<file path="src/rtl/qsn_shift_ctrl.sv">
// qsn_shift_ctrl: control stage ahead of the right/left quasi-cyclic rotate pair.
// Turns absolute circulant shifts into relative deltas against the shift last
// applied to each column, and issues a registered select bundle downstream.
module qsn_shift_ctrl #(
    parameter int PC      = 5,
    parameter int SEL_W   = 3,
    parameter int COL_NUM = 10,
    parameter int COL_W   = 4
) (
    input  logic               sys_clk,
    input  logic               rstn,
    input  logic               start,
    input  logic               clear_mem,
    input  logic               shift_in_valid,
    output logic               shift_in_ready,
    input  logic [SEL_W-1:0]   shift_in,
    input  logic [COL_W-1:0]   col_idx,
    input  logic               last_col,
    output logic               out_valid,
    input  logic               out_ready,
    output logic [SEL_W-1:0]   sel_right,
    output logic [SEL_W-1:0]   sel_left,
    output logic [PC-1:0]      merge_mask,
    output logic [COL_W-1:0]   out_col,
    output logic               layer_done,
    output logic               shift_err
);

    typedef enum logic [1:0] {
        IDLE  = 2'd0,
        RUN   = 2'd1,
        DRAIN = 2'd2
    } state_t;

    state_t             state;
    state_t             state_nxt;

    logic [SEL_W-1:0]   mem [COL_NUM];

    logic               accept;
    logic               shift_ok;
    logic               col_ok;
    logic [SEL_W-1:0]   eff_shift;
    logic [SEL_W-1:0]   mem_rd;
    logic [SEL_W:0]     diff_raw;
    logic [SEL_W:0]     diff_wrap;
    logic [SEL_W-1:0]   delta;
    logic [SEL_W-1:0]   left_nxt;
    logic [PC-1:0]      mask_nxt;

    assign accept = shift_in_valid && shift_in_ready;

    // Delta arithmetic: clamp bad shifts, read the column's last shift, wrap mod PC.
    always_comb begin
        shift_ok  = {1'b0, shift_in} < (SEL_W+1)'(PC);
        col_ok    = {1'b0, col_idx} < (COL_W+1)'(COL_NUM);
        eff_shift = shift_ok ? shift_in : '0;
        mem_rd    = '0;
        for (int i = 0; i < COL_NUM; i++) begin
            if (col_idx == COL_W'(i)) begin
                mem_rd = mem[i];
            end
        end
        diff_raw  = {1'b0, eff_shift} - {1'b0, mem_rd};
        diff_wrap = diff_raw[SEL_W] ? (diff_raw + (SEL_W+1)'(PC)) : diff_raw;
        delta     = diff_wrap[SEL_W-1:0];
        left_nxt  = (delta == '0) ? '0 : (SEL_W'(PC) - delta);
        mask_nxt  = '0;
        for (int i = 0; i < PC; i++) begin
            mask_nxt[i] = (SEL_W'(i) >= delta);
        end
    end

    // Layer sequencing and input-side ready.
    always_comb begin
        state_nxt      = state;
        shift_in_ready = 1'b0;
        case (state)
            IDLE: begin
                if (start) begin
                    state_nxt = RUN;
                end
            end
            RUN: begin
                shift_in_ready = !out_valid || out_ready;
                if (shift_in_valid && (!out_valid || out_ready) && last_col) begin
                    state_nxt = DRAIN;
                end
            end
            DRAIN: begin
                if (out_valid && out_ready) begin
                    state_nxt = IDLE;
                end
            end
            default: state_nxt = IDLE;
        endcase
    end

    // State register.
    always_ff @(posedge sys_clk) begin
        if (!rstn) begin
            state <= IDLE;
        end else begin
            state <= state_nxt;
        end
    end

    // Per-column shift memory: cleared on reset or an idle clear, updated on accept.
    always_ff @(posedge sys_clk) begin
        if (!rstn) begin
            for (int i = 0; i < COL_NUM; i++) begin
                mem[i] <= '0;
            end
        end else if (state == IDLE && clear_mem) begin
            for (int i = 0; i < COL_NUM; i++) begin
                mem[i] <= '0;
            end
        end else if (accept && col_ok) begin
            for (int i = 0; i < COL_NUM; i++) begin
                if (col_idx == COL_W'(i)) begin
                    mem[i] <= eff_shift;
                end
            end
        end
    end

    // Output bundle register plus the one-cycle status pulses.
    always_ff @(posedge sys_clk) begin
        if (!rstn) begin
            out_valid  <= 1'b0;
            sel_right  <= '0;
            sel_left   <= '0;
            merge_mask <= '0;
            out_col    <= '0;
            layer_done <= 1'b0;
            shift_err  <= 1'b0;
        end else begin
            layer_done <= (state == DRAIN) && out_valid && out_ready;
            shift_err  <= accept && (!shift_ok || !col_ok);
            if (accept) begin
                out_valid  <= 1'b1;
                sel_right  <= delta;
                sel_left   <= left_nxt;
                merge_mask <= mask_nxt;
                out_col    <= col_idx;
            end else if (out_ready) begin
                out_valid  <= 1'b0;
            end
        end
    end

endmodule

</file>
<file path="config.mk">
export PLATFORM = sky130hd
export DESIGN_NAME = qsn_shift_ctrl
export DESIGN_NICKNAME = d
export VERILOG_FILES = /design/src/rtl/qsn_shift_ctrl.sv
export SDC_FILE = /design/constraint.sdc
export NUM_CORES = 1
export LEC_CHECK = 0
export ABC_AREA = 0
export ABC_CLOCK_PERIOD_IN_PS = 5100
export BUFFER_PORTS_ARGS = -buffer_cell sky130_fd_sc_hd__buf_2
export CORE_ASPECT_RATIO = 2
export CORE_UTILIZATION = 40
export CTS_CLUSTER_SIZE = 25
export DETAILED_ROUTE_END_ITERATION = 7
export PLACE_DENSITY_LB_ADDON = 0.2
export SLEW_MARGIN = 10
export SYNTH_ARGS = -nofsm -noshare
export SYNTH_HDL_FRONTEND = slang
export SYNTH_SLANG_ARGS = --single-unit
</file>
<file path="constraint.sdc">
create_clock -name sys_clk -period 5.1 [get_ports sys_clk]
set_clock_uncertainty 0.15 [all_clocks]
set_input_delay 1.02 -clock sys_clk [delete_from_list [all_inputs] [get_ports sys_clk]]
set_output_delay 1.02 -clock sys_clk [all_outputs]
set_load 0.05 [all_outputs]
</file>
==> results.md <==
* Hold_sp: sel_right[1]
* Worst Max-Slew Pin Slew at 0.868 ns
* I/O Buffers at 32
* Drt wl/cell at between 15 and 20 um
* Mapped Area at 2680 um^2
* Max-cap violations at 0
* Reg-to-reg startpoint: mem[9][0]
* Via density at 5.52
* Endpoints failing setup at 0
* Crit path DAT at around 4.5 ns
* Clock sinks at 50
* Antenna violations before repair at 0
* Critical path class: primary input to flip-flop
* Starting Density at 0.418
* CTS Buf Count at 5
* Row count at 41
* Total global routing overflow at 0
* Remaining routing DRC violations at 0
* # diodes at 0
* CP required at 5.14 ns
* Worst VDD drop at 0.000272 V
* Routed length on met3 at 179 um
* Clk pin slew, worst setup/hold paths at 0.07 ns
* Met1 Routed Length at 2300 um
* GRT Util Overall at 0.214
* Later-pin clock latency in the skew report at between 0.2 and 0.3 ns
* Hold_buf cts at 0
* Top cells by area, synth: edfxtp_1, dfxtp_1, nor2_1
* Area fraction of the dominant cell type after synthesis at 0.336
* Largest net degree at the start of global routing at 26
* Fin crit period at 4.42 ns
* Detailed Route Iter0 Violations at 49
* Prevailing post-synth register cell: edfxtp_1
* Post-DP HPWL at between 5000 and 6000 um
* Final core occ at 0.473
* Total die area at 7050 um^2
* Setup TNS at 0 ns
* Critical Path End Type: flip-flop
* Vias at 2148
* Ys Warns at 0
* P&R area growth vs syn at 13.2%
* Power Dens Cells at 335 nW/um^2
* Post-synth cell types at 60
* Total wire length at 6760 um
* Flops & latches, synth at 50
* Top sig layer: met4
* PostCTS Resize Cnt at 0
* Number of global-route vias before repair at 2167
* Die X at between 50 and 60 um
* First-pass GRT wire length at 11000 um
* Routability Congestion at about 0.88
* Slowest cell on crit path: fa_1
* Mapped Cells at 275
* CTS root buf: clkbuf_16
* Worst-path maximum fanout at 19
* Metal2 WL at 4010 um
* Layout cells sized above 1 at 0.175
* Slew HR at 0.421
* Die H at 118 um
* Syn_area_per_cell at ~9.7 um^2
* Total core area at 6410 um^2
* Post-route ant nets at 0
* Leading area contributor after synthesis: edfxtp_1
* Hold Crit Class: flip-flop to flip-flop
* Most frequent CP cell: ha_1
* H-tree Lvls at 2
* RSZ-0062 raised after global routing: no
* Sequential share of the synthesized area at 0.486
* Crit. Startpoint: col_idx[1]
* Post-synth ARST share at 0
* DRT Pass-1 Iters at 4
* Fin crit share at 0.867
* Layout fillers at 654
* EDFF count, synth at 30
* Fmax at 226 MHz
* P_leak at 1.19 nW
* Syn Nets at about 300
* I/O pin cnt at 33
* Worst setup SP type: primary input
* Slowest Stage Delay on Critical Path at around 0.51 ns
* CP Cell Sequence: buf_2 -> nand4b_1 -> nor2_1 -> a311oi_1 -> a21o_1 -> ha_1 -> fa_1 -> inv_1 -> ha_1 -> nor3b_1 -> a311oi_4 -> nor2_1 -> inv_1 -> ha_1 -> and3_1 -> a32o_1
* Fin nets at 324
* Final Hold Violating Endpoints at 0
* CTS tree: built
* Setup bufs post-CTS at 0
* Status: complete, no violations
* Slew Viols, Final at 0
* CTS Buffer Depth at 2
* Worst Hold Slack at 0.308 ns
-- cell families (layout without fill, tap and decap cells) --
family / count (synthesis) / count (layout) / synth area share
and+or+nand+nor: 113 / 113 / 0.208
AOI/OAI and AO/OA: 71 / 71 / 0.188
DFF: 50 / 50 / 0.486
buffers and inverters: 25 / 53 / 0.0429
adders and majority gates: 8 / 8 / 0.0401
muxes: 8 / 8 / 0.0350
-- metrics by stage --
step,total power [W],cell area [um^2],std cells,worst slack [ns]
global placement,0.000693,2890,381,0.464
detailed placement,0.000694,2890,381,0.395
floorplan,0.000638,2680,275,0.709
finish,0.00102,3030,389,0.679
CTS,0.00103,3030,389,0.681
global route,0.00106,3030,389,0.393
-- cell usage after synthesis (2+ instances only) --
cell type	number
a211oi_1	3
a21o_1	3
a21oi_1	17
a31oi_1	2
a32o_1	3
a32oi_1	2
and2_1	3
and3_1	2
buf_2	5
buf_4	2
clkbuf_1	6
dfxtp_1	20
edfxtp_1	30
ha_1	7
inv_1	11
mux2i_1	6
nand2_1	31
nand2b_1	4
nand3_1	2
nand3b_1	2
nand4_1	4
nor2_1	38
nor2b_1	3
nor3_1	5
nor3b_1	3
nor4_1	2
o211ai_1	3
o21a_1	2
o21ai_0	18
o22ai_1	2
or3_1	5
-- worst paths after layout --
| check | end | slack, ns | cells past startpoint |
|---|---|---|---|
| setup / recovery | sel_left[2] | 0.68 | 16 |
| hold / removal | sel_right[1] | 0.31 | 2 |
| setup reg to reg | sel_left[2] | 1.51 | 14 |
| hold reg to reg | sel_right[1] | 0.31 | 2 |
-- flip-flops by register name (all words and copies together) (netlist names) --
signal and count:
sel_left 3, mem 30, shift_err 1, layer_done 1, sel_right 3, merge_mask 5
out_col 4, state 2, out_valid 1
-- critical path: cells and delay by family --
family | cells | cell delay, ns
and+or+nand+nor | 5 | 1.08
buffers and inverters | 3 | 0.46
adders and majority gates | 4 | 1.24
AOI/OAI and AO/OA | 4 | 0.66
-- placed cells by master, fill, tap and decap left out, types with 3 or more instances in the layout --
cell,synthesis,layout
a211oi_1,3,3
a21o_1,3,3
a21oi_1,17,17
a32o_1,3,3
and2_1,3,3
buf_2,5,32
clkbuf_16,0,5
dfxtp_1,20,20
edfxtp_1,30,30
ha_1,7,7
inv_1,11,11
mux2i_1,6,6
nand2_1,31,31
nand2b_1,4,4
nand4_1,4,4
nor2_1,38,38
nor2b_1,3,3
nor3_1,5,5
nor3b_1,3,3
o211ai_1,3,3
o21ai_0,18,18
or3_1,5,5
-- cell type report --
cell class / instances / area, um^2 / area share
clock buffers: 5 / 125 / 0.0412
inverters: 11 / 41.3 / 0.0136
flip-flops and latches: 50 / 1300 / 0.429
clock inverters: 3 / 20.0 / 0.00660
well taps: 86 / 108 / 0.0355
multi-input cells: 200 / 1260 / 0.416
repair buffers: 34 / 175 / 0.0577
-- layer usage --
layer	up-vias	GRT usage
met5	-	0
met4	0	0.109
met3	17	0.0319
met2	46	0.395
met1	1026	0.216
li1	1059	-
-- power breakdown --
group	total (W)	switching (W)	internal [W]
sequential	0.000464	0.0000120	0.000452
combinational	0.000221	0.000148	0.0000727
clock	0.000332	0.000150	0.000182
Power figures use the tool's default switching activity.
